$ cat src/rtl/frame_buf_ctrl.sv
// frame_buf_ctrl: ping-pong frame buffer raster controller with tear-free swap arbitration
module frame_buf_ctrl #(
  parameter int H_ACTIVE = 640,
  parameter int H_BLANK  = 160,
  parameter int V_ACTIVE = 480,
  parameter int V_BLANK  = 45,
  parameter int ADDR_W   = 19
) (
  input  logic              Clk,
  input  logic              Rst_n,
  input  logic              Enable,
  input  logic              WrDone,
  output logic              SelBuf0,
  output logic              SelBlank,
  output logic              SelBuf1,
  output logic [ADDR_W-1:0] RdAddr,
  output logic              WrBuf,
  output logic              BackReady,
  output logic              SwapAck,
  output logic              FrameStart
);
  localparam int HT = H_ACTIVE + H_BLANK;
  localparam int VT = V_ACTIVE + V_BLANK;
  localparam int HW = $clog2(HT + 1);
  localparam int VW = $clog2(VT + 1);
  typedef enum logic {IDLE, PEND} state_t;
  state_t            state, state_nx;
  logic              front, front_nx;
  logic [HW-1:0]     hcnt;
  logic [VW-1:0]     vcnt;
  logic              h_last, v_last, frame_end, origin, act, swap;
  logic [ADDR_W-1:0] rd_nx;
  assign h_last    = hcnt == HW'(HT - 1);
  assign v_last    = vcnt == VW'(VT - 1);
  assign frame_end = Enable && h_last && v_last;
  assign origin    = hcnt == '0 && vcnt == '0;
  assign act       = Enable && hcnt < HW'(H_ACTIVE) && vcnt < VW'(V_ACTIVE);
  always_ff @(posedge Clk or negedge Rst_n) begin
    if (!Rst_n) begin
      hcnt <= '0;
      vcnt <= '0;
    end else begin
      hcnt <= (!Enable || h_last) ? '0 : hcnt + 1'b1;
      vcnt <= !Enable ? '0 : !h_last ? vcnt : v_last ? '0 : vcnt + 1'b1;
    end
  end
  always_ff @(posedge Clk or negedge Rst_n) begin
    if (!Rst_n) begin
      state <= IDLE;
      front <= 1'b0;
    end else begin
      state <= state_nx;
      front <= front_nx;
    end
  end
  // a WrDone landing on the frame-end cycle swaps at once instead of pending a whole frame
  always_comb begin
    state_nx = (state == IDLE) ? ((WrDone && !frame_end) ? PEND : IDLE)
                               : (frame_end ? IDLE : PEND);
  end
  always_comb begin
    swap     = frame_end && (state == PEND || WrDone);
    front_nx = front ^ swap;
    rd_nx    = !act ? RdAddr : origin ? '0 : RdAddr + 1'b1;
  end
  always_ff @(posedge Clk or negedge Rst_n) begin
    if (!Rst_n) begin
      SelBuf0    <= 1'b0;
      SelBlank   <= 1'b1;
      SelBuf1    <= 1'b0;
      RdAddr     <= '0;
      WrBuf      <= 1'b1;
      BackReady  <= 1'b1;
      SwapAck    <= 1'b0;
      FrameStart <= 1'b0;
    end else begin
      SelBuf0    <= act && !front;
      SelBlank   <= !act;
      SelBuf1    <= act && front;
      RdAddr     <= rd_nx;
      WrBuf      <= !front_nx;
      BackReady  <= state_nx == IDLE;
      SwapAck    <= swap;
      FrameStart <= Enable && origin;
    end
  end
endmodule
$ cat config.mk
export PLATFORM = sky130hd
export DESIGN_NAME = frame_buf_ctrl
export DESIGN_NICKNAME = d
export VERILOG_FILES = /design/src/rtl/frame_buf_ctrl.sv
export SDC_FILE = /design/constraint.sdc
export NUM_CORES = 1
export LEC_CHECK = 0
export ABC_CLOCK_PERIOD_IN_PS = 2400
export BUFFER_PORTS_ARGS = -buffer_cell sky130_fd_sc_hd__buf_2
export CAP_MARGIN = 25
export CELL_PAD_IN_SITES_DETAIL_PLACEMENT = 0
export CELL_PAD_IN_SITES_GLOBAL_PLACEMENT = 1
export CORE_AREA = 2 2 59 103
export CTS_CLUSTER_DIAMETER = 80
export CTS_CLUSTER_SIZE = 25
export DETAILED_ROUTE_END_ITERATION = 16
export DIE_AREA = 0 0 61 105
export PLACE_DENSITY_LB_ADDON = 0.1
export SYNTH_ARGS = -nofsm -noshare
export SYNTH_HDL_FRONTEND = slang
export SYNTH_SLANG_ARGS = --single-unit
$ cat constraint.sdc
create_clock -name Clk -period 2.4 [get_ports Clk]
set_input_delay 0.36 -clock Clk [delete_from_list [all_inputs] [get_ports Clk]]
set_output_delay 0.36 -clock Clk [all_outputs]
set_load 0.03 [all_outputs]
### Word level (Yosys, flattened, before mapping)

Index checks and enable logic that the tools add are counted.

* register bits: 48
* bits in latches: 0
* bits in writable memories: 0
* bits in read-only memories: 0
* bits of input ports: 4
* output and inout port bits: 26
* word-level logic and storage cells: 49
* memories: 0

* add/subtract/negate cells: 3
* $mul: 0
* divide/modulo/power cells: 0
* magnitude comparators: 2
* equal/unequal tests: 3
* shift operators: 0
* muxes and demuxes: 8
* bitwise operators: 2
* reductions and logical operators: 19

Operators with widths (count)
* $mux W10: 4
* $add A10 B1 Y10 const B: 2
* $eq A10 B10 Y1 const B: 2
* $logic_not A10 Y1: 2
* $add A19 B1 Y19 const B: 1
* $mux W19: 1
* $logic_and A1 B1 Y1: 10
* $lt A10 B10 Y1 const B: 1
* $lt A10 B9 Y1 const B: 1
* $logic_not A1 Y1: 5
* $mux W1: 3
* $logic_or A1 B1 Y1: 2
* $ne A2 B1 Y1 const B: 1
* $not A1 Y1: 1
* $xor A1 B1 Y1: 1

### Depth between registers and ports, before layout

* word-level depth: 8
* mapped depth: 8
* mapped depth without buffers: 7

### Least setup slack after synthesis

Ideal clock, no wire load.

* kind: flip-flop to flip-flop
* from: reg hcnt[0]
* to: reg front
* setup time: 0.124 ns
* data arrival time: 1.611 ns
* required time: 2.276 ns
* setup slack: 0.665 ns
* stages on the path, launching flop included: 7
* path buffers: 0
* clock period less this slack: 1.735 ns
* cells stage by stage: dfrtp_1 ha_1 and4_1 nand3_1 or3_1 o21bai_4 xnor2_1

* word-level cells in the longest chain between the ends: 5

RTL lines
* start, declared: RTL line 29 `logic [HW-1:0] hcnt;`
* start signal, assigned: RTL line 43 `hcnt <= (!Enable || h_last) ? '0 : hcnt + 1'b1;`
* $eq A10 B10 Y1: RTL line 33 `assign h_last = hcnt == HW'(HT - 1);`
* $logic_and A1 B1 Y1 (2 in a row): RTL line 35 `assign frame_end = Enable && h_last && v_last;`
* $logic_and A1 B1 Y1: RTL line 62 `swap = frame_end && (state == PEND || WrDone);`
* $xor A1 B1 Y1: RTL line 63 `front_nx = front ^ swap;`
* via front_nx: RTL line 28 `logic front, front_nx;`
* end signal, assigned: RTL line 53 `front <= front_nx;`
* end, declared: RTL line 28

The timed path passes the listed nets, and every way through them passes these cells.
A chain may end at the register's enable or synchronous reset.

### Final worst setup path

Ends and elaborated chain as after synthesis.

==> impl_metrics.ini <==
[run_status]
outcome = finished clean

[grt]
grt_pass1_wl_um = 8650
globalRouteOverflowTotal = 0
grt_start_max_net_pins = 25
grt_antenna_before_repair = 0
grt_pass1_vias = 1814
grt_use_total_pct = 17.5

[synth]
synthesis.area_um2 = 2440
synth_edf_count = 0
yosysTopAreaCell = dfrtp_1
ys_ff_latch = 48
synthMostInstantiatedCell = dfrtp_1
syn_inst = 242
avgSynthCellArea_um2 = 10.1
synth_cell_types = 36
synth_area_leaders = dfrtp_1, xnor2_1, nor2_1
ys_warn_count = 0
yosys-top-cells-count = dfrtp_1, nor2_1, nand2_1, nand3_1, xnor2_1
synthArstFlopShare_pct = 100
yosys.area.top_type_share_pct = 46.2
yosysSeqAreaShare_pct = 49.4
synth_nets = 251
synth_ff_type = dfrtp_1

[cells_and_area]
nets = 287
diodes = 0
drive_gt1_share_pct = 20.8
area_growth_pct = 15.0

[routing]
wl_per_cell_um = 14.4
drcViolationCount = 0
wirelength_um = 5120
dr_total_vias = 1860
drtIter0Drc = 83
final_antenna_net_count = 0
viasPerCell = 5.24
drt_pass1_iterations = 4

[timing]
hold_viol_final = 0
skew_ns = 0.0104
setup_viol = 0
rsz0062_at_grt = no
maxSlewViolCount = 0
fmax_ghz = 0.523
post-route-period-util_pct = 79.7
finalSetupTns_ns = 0
tightest_slew_ns = 0.454
max_slew_margin_pct = 69.7
period_needed_ns = 1.91

[setup_path]
crit_end = front
startpoint_type = flip-flop
rrSetupSlack_ns = 0.49
crit_path_max_fanout = 5
cp_data_required_time_ns = 2.59
reg2reg_from = hcnt[0]
crit_start = hcnt[0]
rr_worst_depth = 6
setup.worst_path.class = flip-flop to flip-flop
critical_path_arrival_ns = 2.10
timing.rr.end = front
end_kind = flip-flop

[floorplan]
die-area_um2 = 6410
core_area_um2 = 5540
rows = 36
die_w_um = 61
die_y_um = 105
ioPinCount = 30
start_util_pct = 44.0

[clock_tree]
htreeDepth = 2
clkTransAtPathRegs_ns = 0.10
cts.sinks = 48
clockRootBuffer = clkbuf_8
postCtsSetupRepairBufs = 0
cts_buffer_depth = 2
holdBufCountCts = 1
cts_made_buffers = 5
cts_tree = done
cts-resized-gates = 0
worstSkewPairLatency_ns = 0.30

[pwr]
finalPower_w = 0.00164
peakVddDrop_v = 0.000330
p_leak_nw = 1.28
p_per_area_nw_per_um2 = 583

[place]
dp_hpwl_um = 3800
numPortBuffers = 29
place.gp.congestion = 0.776

[worst_hold_path]
min_path_type = input pin to flip-flop

[job]
cap_violations = 0
[flip-flops by register name, indices dropped and copies added, names as in the netlist]
signal	count
RdAddr	19
WrBuf	1
SelBuf0	1
state	1
SelBuf1	1
vcnt	10
SelBlank	1
front	1
hcnt	10
SwapAck	1
BackReady	1
FrameStart	1
[cells in the final DEF, fill, tap and decap left out, types with 5 or more instances in the layout]
cell and count:
dfrtp_1 45, buf_2 29, nor2_1 24, nand2_1 20, nand3_1 17, xnor2_1 17, nand4_1 9, xor2_1 8
nor3_1 8, o21ai_0 8, inv_1 7, o21ai_1 7, and3_1 6, and2_1 6, nor4_2 6, a21oi_1 6
ha_1 5, clkbuf_8 5
[area by class of cell]
type                       instances  area, µm²
timing repair buffer              34        185
clock buffer                       5       68.8
fill                             567       2740
multi-input combinational        180       1170
sequential                        48       1200
clock inverter                     3       46.3
inverter                           9       33.8
tap                               76       95.1
[critical path: stages, from the launching register on]
cell and delay [ns]:
dfrtp_1 0.42, ha_1 0.22, and4_1 0.27, nand3_1 0.14, or3_1 0.42, o21bai_4 0.20, xnor2_1 0.13
[kinds of logic after synthesis]
group / Yosys count / synth area share (%)
buf+inv: 14 / 2.62
compound gates: 33 / 8.26
xor+xnor: 25 / 8.98
mux: 1 / 0.462
fa+ha+maj: 5 / 2.57
flops: 48 / 49.4
simple gates: 116 / 27.7
[layer usage]
metal	GRT usage (%)	wire, µm	vias to the layer above
met4	6.06	63	0
met2	31.0	2870	22
met1	20.6	2090	916
met3	2.35	95	4
li1	-	-	918
met5	0	0	-
[where the power goes]
part | total [W] | internal, W | switching (W)
combinational | 0.000164 | 0.0000495 | 0.000115
sequential | 0.000867 | 0.000832 | 0.0000345
clock | 0.000604 | 0.000314 | 0.000290
[metrics by stage]
step | hold WS, ns | util, % | area [µm²] | setup WS [ns] | instances
after floorplan | 0.0644 | - | 2440 | 0.665 | 242
after global placement | 0.329 | 48.4 | 2680 | 0.483 | 346
after detailed placement | 0.332 | 48.4 | 2680 | 0.479 | 346
after CTS | 0.331 | 50.6 | 2800 | 0.468 | 355
after global routing | 0.320 | 50.6 | 2800 | 0.319 | 355
final | 0.326 | 50.6 | 2800 | 0.487 | 355
[worst min-delay path by stage]
stage / to / depth (start not counted) / startpoint / slack (ns)
5_1_grt: BackReady / 2 / WrDone / 0.32
3_3_place_gp: RdAddr[8] / 1 / Rst_n / 0.33
6_report: BackReady / 2 / WrDone / 0.33
2_1_floorplan: FrameStart / 0 / Rst_n / 0.06
3_5_place_dp: RdAddr[8] / 1 / Rst_n / 0.33
4_1_cts: BackReady / 2 / WrDone / 0.33
Note: power is estimated with default switching activity, not from simulation.
